--- src/rtl/spi_sclk_gen.sv ---
// SPI serial-clock generator: divided SCLK for all CPOL/CPHA modes plus
// load/shift/sample strobes and a start/busy/done/abort handshake.
module spi_sclk_gen #(
    parameter  int SPI_MAXLEN = 32,
    parameter  int DIV_W      = 16,
    localparam int NB_W       = $clog2(SPI_MAXLEN) + 1,
    localparam int K_W        = $clog2(2 * SPI_MAXLEN) + 1
) (
    input  logic             clk,
    input  logic             rst,
    input  logic             start,
    input  logic             abort,
    input  logic [DIV_W-1:0] clk_div,
    input  logic [NB_W-1:0]  n_bits,
    input  logic             cpol,
    input  logic             cpha,
    output logic             sclk,
    output logic             busy,
    output logic             done,
    output logic             aborted,
    output logic             cfg_err,
    output logic             load_stb,
    output logic             shift_stb,
    output logic             sample_stb
);

    typedef enum logic [1:0] {
        S_IDLE = 2'd0,
        S_RUN  = 2'd1,
        S_TAIL = 2'd2
    } state_t;

    state_t           r_state, w_state_nxt;
    logic [DIV_W-1:0] r_cnt, w_cnt_nxt;
    logic [DIV_W-1:0] r_div, w_div_nxt;
    logic [K_W-1:0]   r_k, w_k_nxt;
    logic [NB_W-1:0]  r_n, w_n_nxt;
    logic             r_cpol, w_cpol_nxt;
    logic             r_cpha, w_cpha_nxt;
    logic             r_sclk, w_sclk_nxt;
    logic             r_busy, w_busy_nxt;
    logic             r_done, w_done_nxt;
    logic             r_aborted, w_aborted_nxt;
    logic             r_cfg_err, w_cfg_err_nxt;
    logic             r_load, w_load_nxt;
    logic             r_shift, w_shift_nxt;
    logic             r_sample, w_sample_nxt;

    logic [K_W-1:0]   w_k_inc;
    logic [K_W-1:0]   w_two_n;
    logic             w_tc;
    logic             w_len_ok;

    function automatic logic f_len_ok(input logic [NB_W-1:0] len);
        return (len != '0) && (len <= NB_W'(SPI_MAXLEN));
    endfunction

    assign w_k_inc  = r_k + K_W'(1);
    assign w_two_n  = K_W'({r_n, 1'b0});
    assign w_tc     = (r_cnt == r_div);
    assign w_len_ok = f_len_ok(n_bits);

    always_comb begin
        w_state_nxt   = r_state;
        w_cnt_nxt     = r_cnt;
        w_div_nxt     = r_div;
        w_k_nxt       = r_k;
        w_n_nxt       = r_n;
        w_cpol_nxt    = r_cpol;
        w_cpha_nxt    = r_cpha;
        w_sclk_nxt    = r_sclk;
        w_busy_nxt    = r_busy;
        w_done_nxt    = 1'b0;
        w_aborted_nxt = 1'b0;
        w_cfg_err_nxt = 1'b0;
        w_load_nxt    = 1'b0;
        w_shift_nxt   = 1'b0;
        w_sample_nxt  = 1'b0;

        // Abort takes priority over any edge or completion in the same cycle.
        if ((r_state != S_IDLE) && abort) begin
            w_state_nxt   = S_IDLE;
            w_cnt_nxt     = '0;
            w_k_nxt       = '0;
            w_sclk_nxt    = r_cpol;
            w_busy_nxt    = 1'b0;
            w_aborted_nxt = 1'b1;
        end else begin
            case (r_state)
                S_IDLE: begin
                    w_sclk_nxt = cpol;
                    w_busy_nxt = 1'b0;
                    if (start) begin
                        if (w_len_ok) begin
                            w_state_nxt = S_RUN;
                            w_cnt_nxt   = '0;
                            w_k_nxt     = '0;
                            w_div_nxt   = clk_div;
                            w_n_nxt     = n_bits;
                            w_cpol_nxt  = cpol;
                            w_cpha_nxt  = cpha;
                            w_busy_nxt  = 1'b1;
                            w_load_nxt  = 1'b1;
                        end else begin
                            w_cfg_err_nxt = 1'b1;
                        end
                    end
                end
                S_RUN: begin
                    if (w_tc) begin
                        w_cnt_nxt  = '0;
                        w_sclk_nxt = ~r_sclk;
                        w_k_nxt    = w_k_inc;
                        // Odd edge index = leading edge; first CPHA=1 bit comes from load_stb.
                        if (r_cpha) begin
                            w_shift_nxt  = w_k_inc[0] && (w_k_inc != K_W'(1));
                            w_sample_nxt = ~w_k_inc[0];
                        end else begin
                            w_shift_nxt  = ~w_k_inc[0] && (w_k_inc != w_two_n);
                            w_sample_nxt = w_k_inc[0];
                        end
                        if (w_k_inc == w_two_n) begin
                            w_state_nxt = S_TAIL;
                        end
                    end else begin
                        w_cnt_nxt = r_cnt + DIV_W'(1);
                    end
                end
                S_TAIL: begin
                    if (w_tc) begin
                        w_state_nxt = S_IDLE;
                        w_cnt_nxt   = '0;
                        w_k_nxt     = '0;
                        w_busy_nxt  = 1'b0;
                        w_done_nxt  = 1'b1;
                    end else begin
                        w_cnt_nxt = r_cnt + DIV_W'(1);
                    end
                end
                default: begin
                    w_state_nxt = S_IDLE;
                end
            endcase
        end
    end

    always_ff @(posedge clk or negedge rst) begin
        if (!rst) begin
            r_state   <= S_IDLE;
            r_cnt     <= '0;
            r_div     <= '0;
            r_k       <= '0;
            r_n       <= '0;
            r_cpol    <= 1'b0;
            r_cpha    <= 1'b0;
            r_sclk    <= 1'b0;
            r_busy    <= 1'b0;
            r_done    <= 1'b0;
            r_aborted <= 1'b0;
            r_cfg_err <= 1'b0;
            r_load    <= 1'b0;
            r_shift   <= 1'b0;
            r_sample  <= 1'b0;
        end else begin
            r_state   <= w_state_nxt;
            r_cnt     <= w_cnt_nxt;
            r_div     <= w_div_nxt;
            r_k       <= w_k_nxt;
            r_n       <= w_n_nxt;
            r_cpol    <= w_cpol_nxt;
            r_cpha    <= w_cpha_nxt;
            r_sclk    <= w_sclk_nxt;
            r_busy    <= w_busy_nxt;
            r_done    <= w_done_nxt;
            r_aborted <= w_aborted_nxt;
            r_cfg_err <= w_cfg_err_nxt;
            r_load    <= w_load_nxt;
            r_shift   <= w_shift_nxt;
            r_sample  <= w_sample_nxt;
        end
    end

    assign sclk       = r_sclk;
    assign busy       = r_busy;
    assign done       = r_done;
    assign aborted    = r_aborted;
    assign cfg_err    = r_cfg_err;
    assign load_stb   = r_load;
    assign shift_stb  = r_shift;
    assign sample_stb = r_sample;

endmodule

--- config.mk ---
export PLATFORM = sky130hd
export DESIGN_NAME = spi_sclk_gen
export DESIGN_NICKNAME = d
export VERILOG_FILES = /design/src/rtl/spi_sclk_gen.sv
export SDC_FILE = /design/constraint.sdc
export NUM_CORES = 1
export LEC_CHECK = 0
export ABC_CLOCK_PERIOD_IN_PS = 6200
export CORE_MARGIN = 10
export CORE_UTILIZATION = 63
export CTS_BUF_LIST = sky130_fd_sc_hd__clkbuf_2
export DETAILED_ROUTE_END_ITERATION = 8
export PLACE_DENSITY = 0.92
export SLEW_MARGIN = 20
export SYNTH_ARGS = -nofsm -noshare
export SYNTH_HDL_FRONTEND = slang
export SYNTH_SLANG_ARGS = --single-unit
export TNS_END_PERCENT = 50
--- constraint.sdc ---
create_clock -name clk -period 6.2 [get_ports clk]
set_input_delay 1.24 -clock clk [delete_from_list [all_inputs] [get_ports clk]]
set_output_delay 1.24 -clock clk [all_outputs]
set_load 0.02 [all_outputs]
Yosys cells after proc, flatten, opt, wreduce, memory -nomap -nowiden

Cells that the tools add are included.

Register bits: 57
Output and inout port bits: 8

$add $sub $neg: 2
Magnitude comparators: 1
Equal/unequal tests: 11
Mux-type cells: 44
Bitwise logic cells: 3
Reduce and logical (&&, ||, !) cells: 18

Operators with widths:

| cell                                                  | count |
|---|---|
| two-way mux 16 bit                                    | 4 |
| two-way mux 7 bit                                     | 5 |
| case mux 16 bit (2 select lines)                      | 1 |
| two-way mux 1 bit                                     | 24 |
| case mux 7 bit (3 select lines)                       | 1 |
| adder 16 x 1 -> 16 bit, second input constant         | 1 |
| equality test 16 bit                                  | 1 |
| inequality test 3 bit, second input constant          | 5 |
| two-way mux 2 bit                                     | 6 |
| AND reduction 5 bit                                   | 2 |
| nonzero test 3 bit                                    | 3 |
| adder 7 x 1 -> 7 bit, second input constant           | 1 |
| equality test 7 bit                                   | 1 |
| inequality test 7 x 1 -> 1 bit, second input constant | 1 |
| inequality test 7 bit                                 | 1 |
| less-or-equal comparator 6 bit, second input constant | 1 |
| case mux 2 bit (3 select lines)                       | 1 |
| nonzero test 6 bit                                    | 1 |
| logical AND 1 bit                                     | 4 |
| case mux 1 bit (2 select lines)                       | 2 |
| AND reduction 2 bit                                   | 2 |
| AND reduction 4 bit                                   | 1 |
| nonzero test 4 bit                                    | 1 |
| NOT 1 bit                                             | 3 |
| 6 further kinds                                       | 6 |

Longest topological paths before layout

Word-level depth: 7
Mapped depth: 9

Least setup slack after synthesis

Ideal clock, no wire load.

Path type: input -> register
Start: input n_bits[1]
End: register r_cpha
Library setup time: 125 ps
Arrival time: 2580 ps
Setup slack: 3496 ps
Stages on the path: 6
Path buffers: 1
Cell sequence: nor3_1 > nand2_1 > xor2_1 > nand3_1 > buf_2 > mux2_2

Word-level cells in the longest chain between the ends: 3

Ends and longest elaborated chain:

| element                                                                     | line | RTL |
|---|---|---|
| start: declaration                                                          | 14   | `input logic [NB_W-1:0] n_bits,` |
| less-or-equal comparator 6 bit / nonzero test 6 bit (equally long branches) | 55   | `return (len != '0) && (len <= NB_W'(SPI_MAXLEN));` |
| logical AND 1 bit *                                                         | 55   |  |
| AND reduction 4 bit (no source line) *                                      | n/a  |  |
| end signal: assignment                                                      | 171  | `r_cpha <= w_cpha_nxt;` |
| end: declaration                                                            | 39   | `logic r_cpha, w_cpha_nxt;` |

Every way passes the cells marked *; elsewhere a longest branch is shown, timed or not.
A chain may end at the register's enable or synchronous reset.

Final worst setup path

Start: input n_bits[1]
End: register r_div[8]

Word-level cells in the longest chain between the ends: 3

Ends and longest elaborated chain:

| element                                                                     | line | RTL |
|---|---|---|
| less-or-equal comparator 6 bit / nonzero test 6 bit (equally long branches) | 55   |  |
| logical AND 1 bit *                                                         | 55   |  |
| AND reduction 4 bit (no source line) *                                      | n/a  |  |
| end signal: assignment                                                      | 167  | `r_div <= w_div_nxt;` |
| end: declaration                                                            | 35   | `logic [DIV_W-1:0] r_div, w_div_nxt;` |

Marked as above.

==> impl_metrics.toml <==
[critical_path]
crit_fanout = 26
reg2reg_slack_ps = 3560
arrival_ps = 3480
cp-start-kind = "input port"
worst_path_largest_cell_delay_ps = 550
worstSetupEndpointType = "register"
crit_type = "in2reg"
reg2reg_from = "r_state[0]"
startpoint = "n_bits[1]"
worstRegToRegCells = 7
cp.required_ps = 6580
path_cells = "clkdlybuf4s50_1, nor3_1, nand2_1, xor2_1, nand3_2, mux2_2"
cp_slowest_cell = "nand3_2"
crit_end = "r_div[8]"
worst_r2r_endpoint = "r_k[0]"

[detailed_routing]
drt-total-wl_mm = 6.79
post-route-drc-count = 0
num_vias = 2422
ant_nets = 0
drtIter0Drc = 136
drt-pass1-iter-count = 4
viasPerCell = 5.82
routedWlPerCell_um = 16.3

[synth]
synth_edf_count = 0
syn_nets = 345
synth-adder-area-share_pct = 2.38
yosysSeqAreaShare_pct = 45.2
async_flop_share_pct = 100
yosysWarnings = 0
syn_area_um2 = 3160
synth_xor_xnor_area_share_pct = 11.3
synthMuxAreaShare_pct = 9.83
synth_top_flop_cell = "dfrtp_1"
synth_compound_area_share_pct = 8.96
synth_top_family_by_area = "simple AND/OR/NAND/NOR gates"
synthCells = 311
synth.avg_cell_area_um2 = 10.1
synth-simple-area-share_pct = 18.9
ys_seq_elements = 57
yosys.cell_types.count = 47

[sta]
fmax_mhz = 323
finalHoldViolCount = 0
relSlewSlack_pct = 50.6
setup_ws_ps = 3100
rsz0062_at_grt = "no"
whs_ps = 516
tightest_slew_ps = 737
period_needed_ps = 3100
slew_violations = 0
fin_tns_setup_ps = 0
final.period_utilization_pct = 49.9
setup_viol = 0
worst_clock_skew_ps = 12.8

[die]
dieArea_um2 = 8240
top_level_ports = 36
die_w_um = 90.8
start_util_pct = 65.9
die_y_um = 90.8
num_rows = 25
core-area_um2 = 4790

[placement]
hpwlAfterDp_mm = 4.95
place_ws_ps = 2320
gp_congestion = 0.912
port-buffer-count = 35

[grt]
antenna_found_initial = 0
grt_max_degree = 58
grt_pass1_vias = 2448
grtUsageTotal_pct = 16.8
grt_pass1_wl_mm = 11.4
grt_overflow = 0

[clock_tree]
htreeDepth = 3
clk_latency_ps = 490
cts_sinks = 57
ctsResizeCount = 0
cts_buffers = 9
cts_buffer_depth = 2
cts_tree = "yes"
cts_setup_buffers = 0
cts_root_buffer = "clkbuf_2"
hold_buffers = 0
clk_pin_slew_ps = 160

[hold_path]
hold_path.class = "reg2reg"

[final_layout]
area_growth_pct = 15.0
nFillCells = 325
num_antenna_cells = 0
drive_above_1_share_pct = 15.2
fin_nets = 379

[pwr]
power.density_nw_per_um2 = 331
p_leak_uw = 0.00147
power.total_uw = 1200
ir_drop_uv = 229

[job]
maxCapViolCount = 0

[outcome]
outcome = "completed"
## cell families after synthesis
logic type,count (synthesis)
AOI/OAI and AO/OA,38
xor gates and xnor gates,40
adders and majority gates,6
buffers and inverters,24
DFF,57
muxes,28
and+or+nand+nor,118
## cell usage in the layout, fill, tap and decap left out, types with 8 or more instances in the layout
| cell type | n |
|---|---|
| nand4_1 | 8 |
| o21ai_0 | 14 |
| nand3_1 | 9 |
| dfrtp_1 | 57 |
| mux2_2 | 24 |
| xnor2_1 | 35 |
| clkdlybuf4s50_1 | 34 |
| nand2_1 | 21 |
| nor3_1 | 19 |
| clkbuf_2 | 10 |
| inv_1 | 11 |
| nor2_1 | 33 |
## cells in the mapped netlist (2+ instances only)
library cell	n	area share [%]
nand4_1	8	1.6
and3_2	2	0.48
nor2_1	33	3.9
clkbuf_1	7	0.83
xnor2_1	35	9.7
o41ai_1	2	0.56
nand2_1	21	2.5
buf_2	4	0.63
a22oi_1	2	0.48
nor4_1	3	0.59
nand3_1	10	1.6
nand2b_1	4	0.79
or2_2	2	0.40
o31ai_1	4	0.95
o22ai_1	2	0.40
mux2i_1	4	1.3
or3_1	2	0.40
nor2b_1	3	0.59
and3_1	6	1.2
inv_1	11	1.3
mux2_2	24	8.6
xor2_1	4	1.1
a211oi_1	2	0.48
o21ai_0	14	2.2
dfrtp_1	57	45
ha_1	6	2.4
nor3_1	19	3.0
## power by group
part           internal [uW]  total, uW  switching (uW)
registers                461        545            83.5
clock network           88.9        226             137
logic                    214        431             218
total                    764       1200             438
## per-stage QoR
stage | area [um2] | util (%) | cells
after floorplan | 3160 | - | 311
after global placement | 3530 | 73.7 | 401
after detailed placement | 3530 | 73.7 | 401
after CTS | 3620 | 75.7 | 416
after global routing | 3630 | 75.8 | 416
final | 3630 | 75.8 | 416
## worst max-delay path: cells and delay by family
kind	cells	cell delay, ps
AND/OR/NAND/NOR	3	990
XOR/XNOR	1	310
multiplexers	1	490
buffers and inverters	1	430
## worst min-delay path by stage
stage,from,to,cells past startpoint
3_5_place_dp,r_cpol,r_cpol,2
4_1_cts,r_cpol,r_cpol,2
6_report,r_cpol,r_cpol,2
5_1_grt,r_cpol,r_cpol,2
3_3_place_gp,r_cpol,r_cpol,2
2_1_floorplan,r_cpol,r_cpol,2
## registers in the layout (all words and copies together), names as in the netlist, 2 cells and up
| name | cells |
|---|---|
| r_div | 16 |
| r_state | 2 |
| r_n | 6 |
| r_cnt | 16 |
| r_k | 7 |
## layout make-up
cell class                      count  area (um2)  share of cell area [%]
Multi-Input combinational cell    230        1630                    44.8
Timing Repair Buffer               36         353                    9.72
Clock inverter                      5        47.5                    1.31
Sequential cell                    57        1430                    39.3
Inverter                           11        41.3                    1.14
Tap cell                           67        83.8                    2.31
Clock buffer                       10        50.0                    1.38
## routing by layer
layer | vias up | routed length, um | GRT usage (%)
met2 | 65 | 3560 | 29.9
met5 | - | 0 | 0
li1 | 1155 | - | -
met3 | 13 | 355 | 5.99
met1 | 1189 | 2750 | 18.1
met4 | 0 | 122 | 5.61
Power figures use the tool's default switching activity.
